## src/rtl/mem_arb_pkg.sv

```systemverilog
// Shared encodings for the system-RAM arbiter: FSM states, owner ids, latency limits.
package mem_arb_pkg;

  typedef enum logic [1:0] {
    IDLE  = 2'b00,
    ISSUE = 2'b01,
    WAIT  = 2'b10,
    ACK   = 2'b11
  } state_t;

  typedef enum logic {
    OWN_CPU = 1'b0,
    OWN_DBG = 1'b1
  } owner_t;

  localparam int MEM_LAT_MAX = 4;
  // Wide enough to hold MEM_LAT_MAX.
  localparam int CNT_W = 3;

  function automatic bit lat_ok(input int lat);
    return (lat >= 1) && (lat <= MEM_LAT_MAX);
  endfunction

endpackage

```

## src/rtl/mem_arb_select.sv

```systemverilog
// Combinational winner selection between CPU and debug requests.
// MEM_ARB_RR_EN selects round-robin on ties; otherwise the CPU always wins.
module mem_arb_select
  import mem_arb_pkg::*;
(
  input  logic   cpu_req,
  input  logic   dbg_req,
  input  owner_t last_grant,
  output logic   grant_valid,
  output owner_t grant_owner
);

  assign grant_valid = cpu_req | dbg_req;

`ifdef MEM_ARB_RR_EN
  always_comb begin
    grant_owner = OWN_CPU;
    if (cpu_req && dbg_req)
      grant_owner = (last_grant == OWN_CPU) ? OWN_DBG : OWN_CPU;
    else if (dbg_req)
      grant_owner = OWN_DBG;
  end
`else
  // Fixed priority has no use for the history input.
  logic w_unused_last_grant;
  assign w_unused_last_grant = last_grant;

  always_comb begin
    grant_owner = OWN_CPU;
    if (!cpu_req && dbg_req)
      grant_owner = OWN_DBG;
  end
`endif

endmodule

```

## src/rtl/mem_arbiter.sv

```systemverilog
// Serialises CPU and debug/loader accesses onto the single-port system RAM,
// absorbing MEM_LAT cycles of read latency. MEM_ARB_RR_EN enables round-robin.
module mem_arbiter
  import mem_arb_pkg::*;
#(
  parameter int ADDR_W  = 9,
  parameter int DATA_W  = 32,
  parameter int MEM_LAT = 1
) (
  input  logic              clock,
  input  logic              clear,
  input  logic              cpu_req,
  input  logic              cpu_we,
  input  logic [ADDR_W-1:0] cpu_addr,
  input  logic [DATA_W-1:0] cpu_wdata,
  output logic              cpu_ack,
  output logic [DATA_W-1:0] cpu_rdata,
  input  logic              dbg_req,
  input  logic              dbg_we,
  input  logic [ADDR_W-1:0] dbg_addr,
  input  logic [DATA_W-1:0] dbg_wdata,
  output logic              dbg_ack,
  output logic [DATA_W-1:0] dbg_rdata,
  output logic              ram_en,
  output logic              ram_we,
  output logic [ADDR_W-1:0] ram_addr,
  output logic [DATA_W-1:0] ram_wdata,
  input  logic [DATA_W-1:0] ram_rdata,
  output logic              busy
);

  if (!lat_ok(MEM_LAT)) begin : g_lat_chk
    $error("mem_arbiter: MEM_LAT=%0d outside 1..%0d", MEM_LAT, MEM_LAT_MAX);
  end

  typedef struct packed {
    owner_t              own;
    logic                we;
    logic [ADDR_W-1:0]   addr;
    logic [DATA_W-1:0]   wdata;
  } req_t;

  state_t             r_state, w_next;
  req_t               r_req, w_req;
  logic [CNT_W-1:0]   r_cnt;
  logic [DATA_W-1:0]  r_cpu_rdata, r_dbg_rdata;
  logic               w_grant_valid, w_grant, w_capture;
  owner_t             w_grant_owner, w_last_grant;

  mem_arb_select u_select (
    .cpu_req     (cpu_req),
    .dbg_req     (dbg_req),
    .last_grant  (w_last_grant),
    .grant_valid (w_grant_valid),
    .grant_owner (w_grant_owner)
  );

  assign w_grant   = (r_state == IDLE) && w_grant_valid;
  assign w_capture = (r_state == WAIT) && (r_cnt == CNT_W'(1));

`ifdef MEM_ARB_RR_EN
  owner_t r_last_grant;
  always_ff @(posedge clock) begin
    if (clear)        r_last_grant <= OWN_DBG;
    else if (w_grant) r_last_grant <= w_grant_owner;
  end
  assign w_last_grant = r_last_grant;
`else
  assign w_last_grant = OWN_DBG;
`endif

  // Request fields frozen at grant; later requester changes are ignored.
  always_comb begin
    w_req.own = w_grant_owner;
    if (w_grant_owner == OWN_CPU) begin
      w_req.we    = cpu_we;
      w_req.addr  = cpu_addr;
      w_req.wdata = cpu_wdata;
    end else begin
      w_req.we    = dbg_we;
      w_req.addr  = dbg_addr;
      w_req.wdata = dbg_wdata;
    end
  end

  always_comb begin
    w_next = r_state;
    case (r_state)
      IDLE:    if (w_grant_valid) w_next = ISSUE;
      ISSUE:   w_next = r_req.we ? ACK : WAIT;
      WAIT:    if (r_cnt == CNT_W'(1)) w_next = ACK;
      ACK:     w_next = IDLE;
      default: w_next = IDLE;
    endcase
  end

  always_ff @(posedge clock) begin
    if (clear) begin
      r_state     <= IDLE;
      r_req       <= '0;
      r_cnt       <= '0;
      r_cpu_rdata <= '0;
      r_dbg_rdata <= '0;
    end else begin
      r_state <= w_next;
      if (w_grant) r_req <= w_req;
      if (r_state == ISSUE && !r_req.we) r_cnt <= CNT_W'(MEM_LAT);
      else if (r_state == WAIT)          r_cnt <= r_cnt - CNT_W'(1);
      // Read data lands only in the owner's register, in the counter==1 cycle.
      if (w_capture) begin
        if (r_req.own == OWN_CPU) r_cpu_rdata <= ram_rdata;
        else                      r_dbg_rdata <= ram_rdata;
      end
    end
  end

  assign ram_en    = (r_state == ISSUE);
  assign ram_we    = ram_en & r_req.we;
  assign ram_addr  = r_req.addr;
  assign ram_wdata = r_req.wdata;
  assign cpu_ack   = (r_state == ACK) && (r_req.own == OWN_CPU);
  assign dbg_ack   = (r_state == ACK) && (r_req.own == OWN_DBG);
  assign cpu_rdata = r_cpu_rdata;
  assign dbg_rdata = r_dbg_rdata;
  assign busy      = (r_state != IDLE);

endmodule

```

## config.mk

```make
export PLATFORM = sky130hd
export DESIGN_NAME = mem_arbiter
export DESIGN_NICKNAME = d
export VERILOG_FILES = /design/src/rtl/mem_arb_pkg.sv /design/src/rtl/mem_arb_select.sv /design/src/rtl/mem_arbiter.sv
export SDC_FILE = /design/constraint.sdc
export NUM_CORES = 1
export LEC_CHECK = 0
export CAP_MARGIN = 20
export CORE_ASPECT_RATIO = 0.9
export CORE_MARGIN = 2
export CORE_UTILIZATION = 41
export CTS_CLUSTER_DIAMETER = 120
export DETAILED_ROUTE_END_ITERATION = 8
export GPL_TIMING_DRIVEN = 0
export MAX_ROUTING_LAYER = met4
export PLACE_DENSITY = 0.9
export SETUP_SLACK_MARGIN = 0.15
export SLEW_MARGIN = 5
export SYNTH_ARGS = -nofsm -noshare
export SYNTH_HDL_FRONTEND = slang
export SYNTH_HIERARCHICAL = 1
export SYNTH_SLANG_ARGS = --single-unit
export TNS_END_PERCENT = 1
```

## constraint.sdc

```tcl
create_clock -name clock -period 1.7 [get_ports clock]
set_input_delay 0.255 -clock clock [delete_from_list [all_inputs] [get_ports clock]]
set_output_delay 0.255 -clock clock [all_outputs]
set_load 0.05 [all_outputs]
```

**Yosys cells after proc, flatten, opt, wreduce, memory -nomap -nowiden**

Index checks and enable logic that the tools add are counted.
Widths: inputs -> output; s select.

- $add $sub $neg: 1
- Eq/ne operators: 6
- Muxes and demuxes: 8
- Bitwise logic cells: 3
- Reductions and logical operators: 15

Operators by type and width:

| kind | number |
|---|---|
| $mux 42 | 1 |
| $pmux 2 s4 | 1 |
| $logic_and 1x1->1 | 6 |
| $reduce_and 2->1 | 3 |
| $eq 2x2->1 const B | 2 |
| $mux 1 | 4 |
| $mux 2 | 2 |
| $ne 2x2->1 const B | 2 |
| $reduce_bool 2->1 | 2 |
| $eq 3x1->1 const B | 1 |
| $sub 3x1->3 const B | 1 |
| $eq 2x1->1 const B | 1 |
| $logic_not 1->1 | 2 |
| $logic_not 2->1 | 1 |
| $reduce_or 2->1 | 1 |
| $and 1x1->1 | 1 |
| $not 1->1 | 1 |
| $or 1x1->1 | 1 |

- Register bits after elaboration: 112
- Input port bits: 120
- Output and inout port bits: 110
- Logic and storage cells: 42

**Longest topological paths before layout**

- Depth in word-level cells: 4
- Depth in mapped cells: 8
- Mapped depth without buffers: 5

**Modules after synthesis**

The synthesis kept the hierarchy.

By module, submodules not included:

| module | instances | cells an instance | area each (um2) |
|---|---|---|---|
| mem_arbiter | 1 | 556 | 4934.7 |
| mem_arb_select | 1 | 2 | 12.5 |

**Least setup slack after synthesis**

Ideal clock, no wire load.

- Kind: reg2reg
- From: register r_state[1]
- To: register r_state[0]
- Library setup time: 0.086 ns
- Data arrival time: 1.753 ns
- Required time: 1.614 ns
- Path slack: -0.140 ns
- Stages on the path, launching flop included: 6
- Path through: dfxtp_1 inv_1 ha_1 and2_1 nor3_1 a221oi_2

RTL lines:

| what | line | text |
|---|---|---|
| start, declared | mem_arbiter.sv:43 | `state_t r_state, w_next;` |
| start signal, assigned | mem_arbiter.sv:105 | `r_state <= w_next;` |
| $eq 2x1->1 | n/a |  |
| net ram_en | mem_arbiter.sv:24 | `output logic ram_en,` |
| $pmux 2 s4 | mem_arbiter.sv:88 | `case (r_state)` |

The timed path passes the listed nets, and every way through them passes these cells.
A chain may end at the register's enable or synchronous reset.

**Worst setup path after layout**

- From: register r_state[0]
- To: register r_req (netlist bit ram_addr[0])

- Cells in the longest elaborated chain, start to end: 2

RTL lines:

| what | line | text |
|---|---|---|
| $logic_not 2->1 | mem_arbiter.sv:58 | `assign w_grant = (r_state == IDLE) && w_grant_valid;` |
| $logic_and 1x1->1 | mem_arbiter.sv:58 |  |
| end signal, assigned | mem_arbiter.sv:106 | `if (w_grant) r_req <= w_req;` |
| end, declared | mem_arbiter.sv:44 | `req_t r_req, w_req;` |

No other way between the ends.

==> flow_summary.toml <==
[critical_path]
cp-startpoint = "r_state[0]"
crit_path_end = "ram_addr[0]"
r2r-start = "r_state[0]"
cpLargestDelayFamily = "buffers and inverters"
crit_buf_inv = 4
rrSetupSlack_ns = 0.15
crit_fanout = 10
r2r_cells = 8
slowest_delay_ns = 0.34
cp-end-kind = "flip-flop"
cp_data_required_time_ns = 1.95
path_depth = 8
cp_slowest_cell = "dfxtp_2"
arrival_ns = 1.81
worstPathCellList = "inv_2 -> ha_1 -> and2_1 -> buf_2 -> buf_8 -> buf_6 -> nor2_1 -> a211oi_2"
crit_type = "reg -> reg"
cp-start-kind = "flip-flop"
regToRegEndpoint = "ram_addr[0]"

[route]
ant_nets = 0
drt_iter0_markers = 376
wire_per_inst_um = 14.3
drt-pass1-iter-count = 4
routed_wl_mm = 13.7
vias_per_cell = 4.74
num_vias = 4571
post-route-drc-count = 0

[timing]
finalHoldViolCount = 0
maxSlewHeadroom_pct = 62.0
rsz0062_at_grt = "yes"
setup_ws_ns = 0.146
min_period_over_period_pct = 91.4
drv_slew = 0
worst_pin_slew_ns = 0.570
setup_viol = 0
layout_min_cycle_time_ns = 1.55
max_freq_mhz = 644
finClkSkew_ns = 0.00655

[clock_tree]
path_clk_slew_ns = 0.07
cts_tree = "built"
ctsHtreeMaxLevel = 3
cts_buffer_depth = 2
clkSinkCount = 112
insertion_delay_ns = 0.33
ctsHoldBuffers = 0
cts_inserted_buffers = 9
cts_root_buffer = "clkbuf_16"

[global_route]
grt-ovfl-total = 0
grt_pass1_vias = 4450
grt_max_degree = 19
antenna_found_initial = 0
grt_usage_pct = 21.5
grt_pass1_wl_mm = 21.7

[placed_design]
place_congestion = 0.763
io_buffer_count = 229
hpwl_mm = 10.6
dp_worst_setup_slack_ns = -0.169
dpl_cell_area_um2 = 7440
placed_cells = 946

[die]
rows = 38
die_h_um = 108
start_util_pct = 41.6
io_pins = 230
die-area_um2 = 13000
die_x_um = 120
fp.coreArea_um2 = 11900

[layout]
instances_no_fill = 964
area_growth_pct = 54.7
diodes = 0
drive_gt1_share_pct = 20.1
design_area_um2 = 7650
fillerInstances = 1024
final_net_count = 926

[run]
maxCapViolCount = 0

[pwr]
switchingPower_mw = 3.98
p_comb_share_pct = 45.6
cellPowerDensity_nw_per_um2 = 1340
p_seq_share_pct = 32.1
vdd_drop_max_mv = 1.01
switching_share_pct = 38.8
p_int_mw = 6.28
power_mw = 10.3
leakage_nw = 3.30
share_clk_of_total_power_pct = 22.3

[synthesis]
synth_area_um2 = 4940
syn_inst = 557
yosysWarnings = 6
syn_nets = 684
synth_area_per_cell_um2 = 8.88

[outcome]
status = "completed"

[min_path]
hold_path_class = "reg -> reg"
stage by stage:
| stage | TNS [ns] | hold slack (ns) | utilization [%] |
|---|---|---|---|
| global placement | -5.44 | 0.441 | 62.6 |
| floorplan | 0 | 0.391 | - |
| global route | 0 | 0.471 | 64.4 |
| detailed placement | -7.86 | 0.446 | 62.6 |
| finish | 0 | 0.451 | 64.4 |
| CTS | 0 | 0.453 | 63.9 |
how the worst min path moves through the flow:
stage,from,to,slack [ns],cells past startpoint
2_1_floorplan,ram_rdata[0],cpu_rdata[0],0.39,2
3_5_place_dp,dbg_rdata[2],dbg_rdata[2],0.45,2
6_report,dbg_rdata[1],dbg_rdata[1],0.45,2
3_3_place_gp,dbg_rdata[1],dbg_rdata[1],0.44,2
4_1_cts,dbg_rdata[2],dbg_rdata[2],0.45,2
5_1_grt,dbg_rdata[21],dbg_rdata[21],0.47,2
cell usage in the layout, fill, tap and decap left out, types with 5 or more instances in the layout:
cell and count:
clkdlybuf4s50_1 119, clkbuf_1 8, dlygate4sd2_1 65, a211oi_1 29, ha_1 6, nand2_1 129
buf_4 96, a211oi_2 13, a21oi_1 61, mux2i_1 44, buf_2 5, clkbuf_16 9
buf_6 15, nor2_1 47, dfxtp_1 110
power groups by stage:
stage	logic, mW	registers [mW]	clock network, mW
after global placement	4.69	3.32	0
final	4.68	3.29	2.28
after global routing	4.99	3.34	2.44
after CTS	4.65	3.29	2.34
after floorplan	3.21	3.45	0
after detailed placement	4.76	3.34	0
final cells by class:
class                           count  area (µm²)  share of cell area [%]
Inverter                            5        18.8                   0.245
Buffer                             84         647                    8.46
Multi-Input combinational cell    356        2090                    27.3
Clock inverter                      6        90.1                    1.18
Tap cell                          160         200                    2.62
Sequential cell                   112        2250                    29.4
Clock buffer                       10         239                    3.12
Timing Repair Buffer              231        2120                    27.7
timing repair:
item / in CTS / in global routing
setup buffers: 0 / 2
endpoints found under the hold margin: 0 / 0
gates resized for setup: 183 / 15
endpoints found under the setup margin: 209 / 101
metal layers:
metal / global-route usage (%) / part of all wire [%] / vias to the layer above
met5: - / 0 / -
met4: 4.62 / 1.1 / 0
met3: 4.91 / 5.6 / 15
met2: 37.6 / 51 / 137
met1: 25.4 / 42 / 2115
li1: - / - / 2304
state kept, by name, indices dropped and copies added (netlist names):
| register | count |
|---|---|
| cpu_rdata | 32 |
| dbg_rdata | 32 |
| ram_wdata | 32 |
| ram_addr | 9 |
| r_cnt | 3 |
| r_req | 2 |
| r_state | 2 |
worst reg2reg max path, delay by kind of cell (launching register included):
family	cells	cell delay, ns
buffers and inverters	4	0.56
DFF	1	0.34
adders and majority gates	1	0.19
AOI/OAI and AO/OA	1	0.19
and+or+nand+nor	2	0.18
No activity file was read; power rests on OpenSTA's default activity.
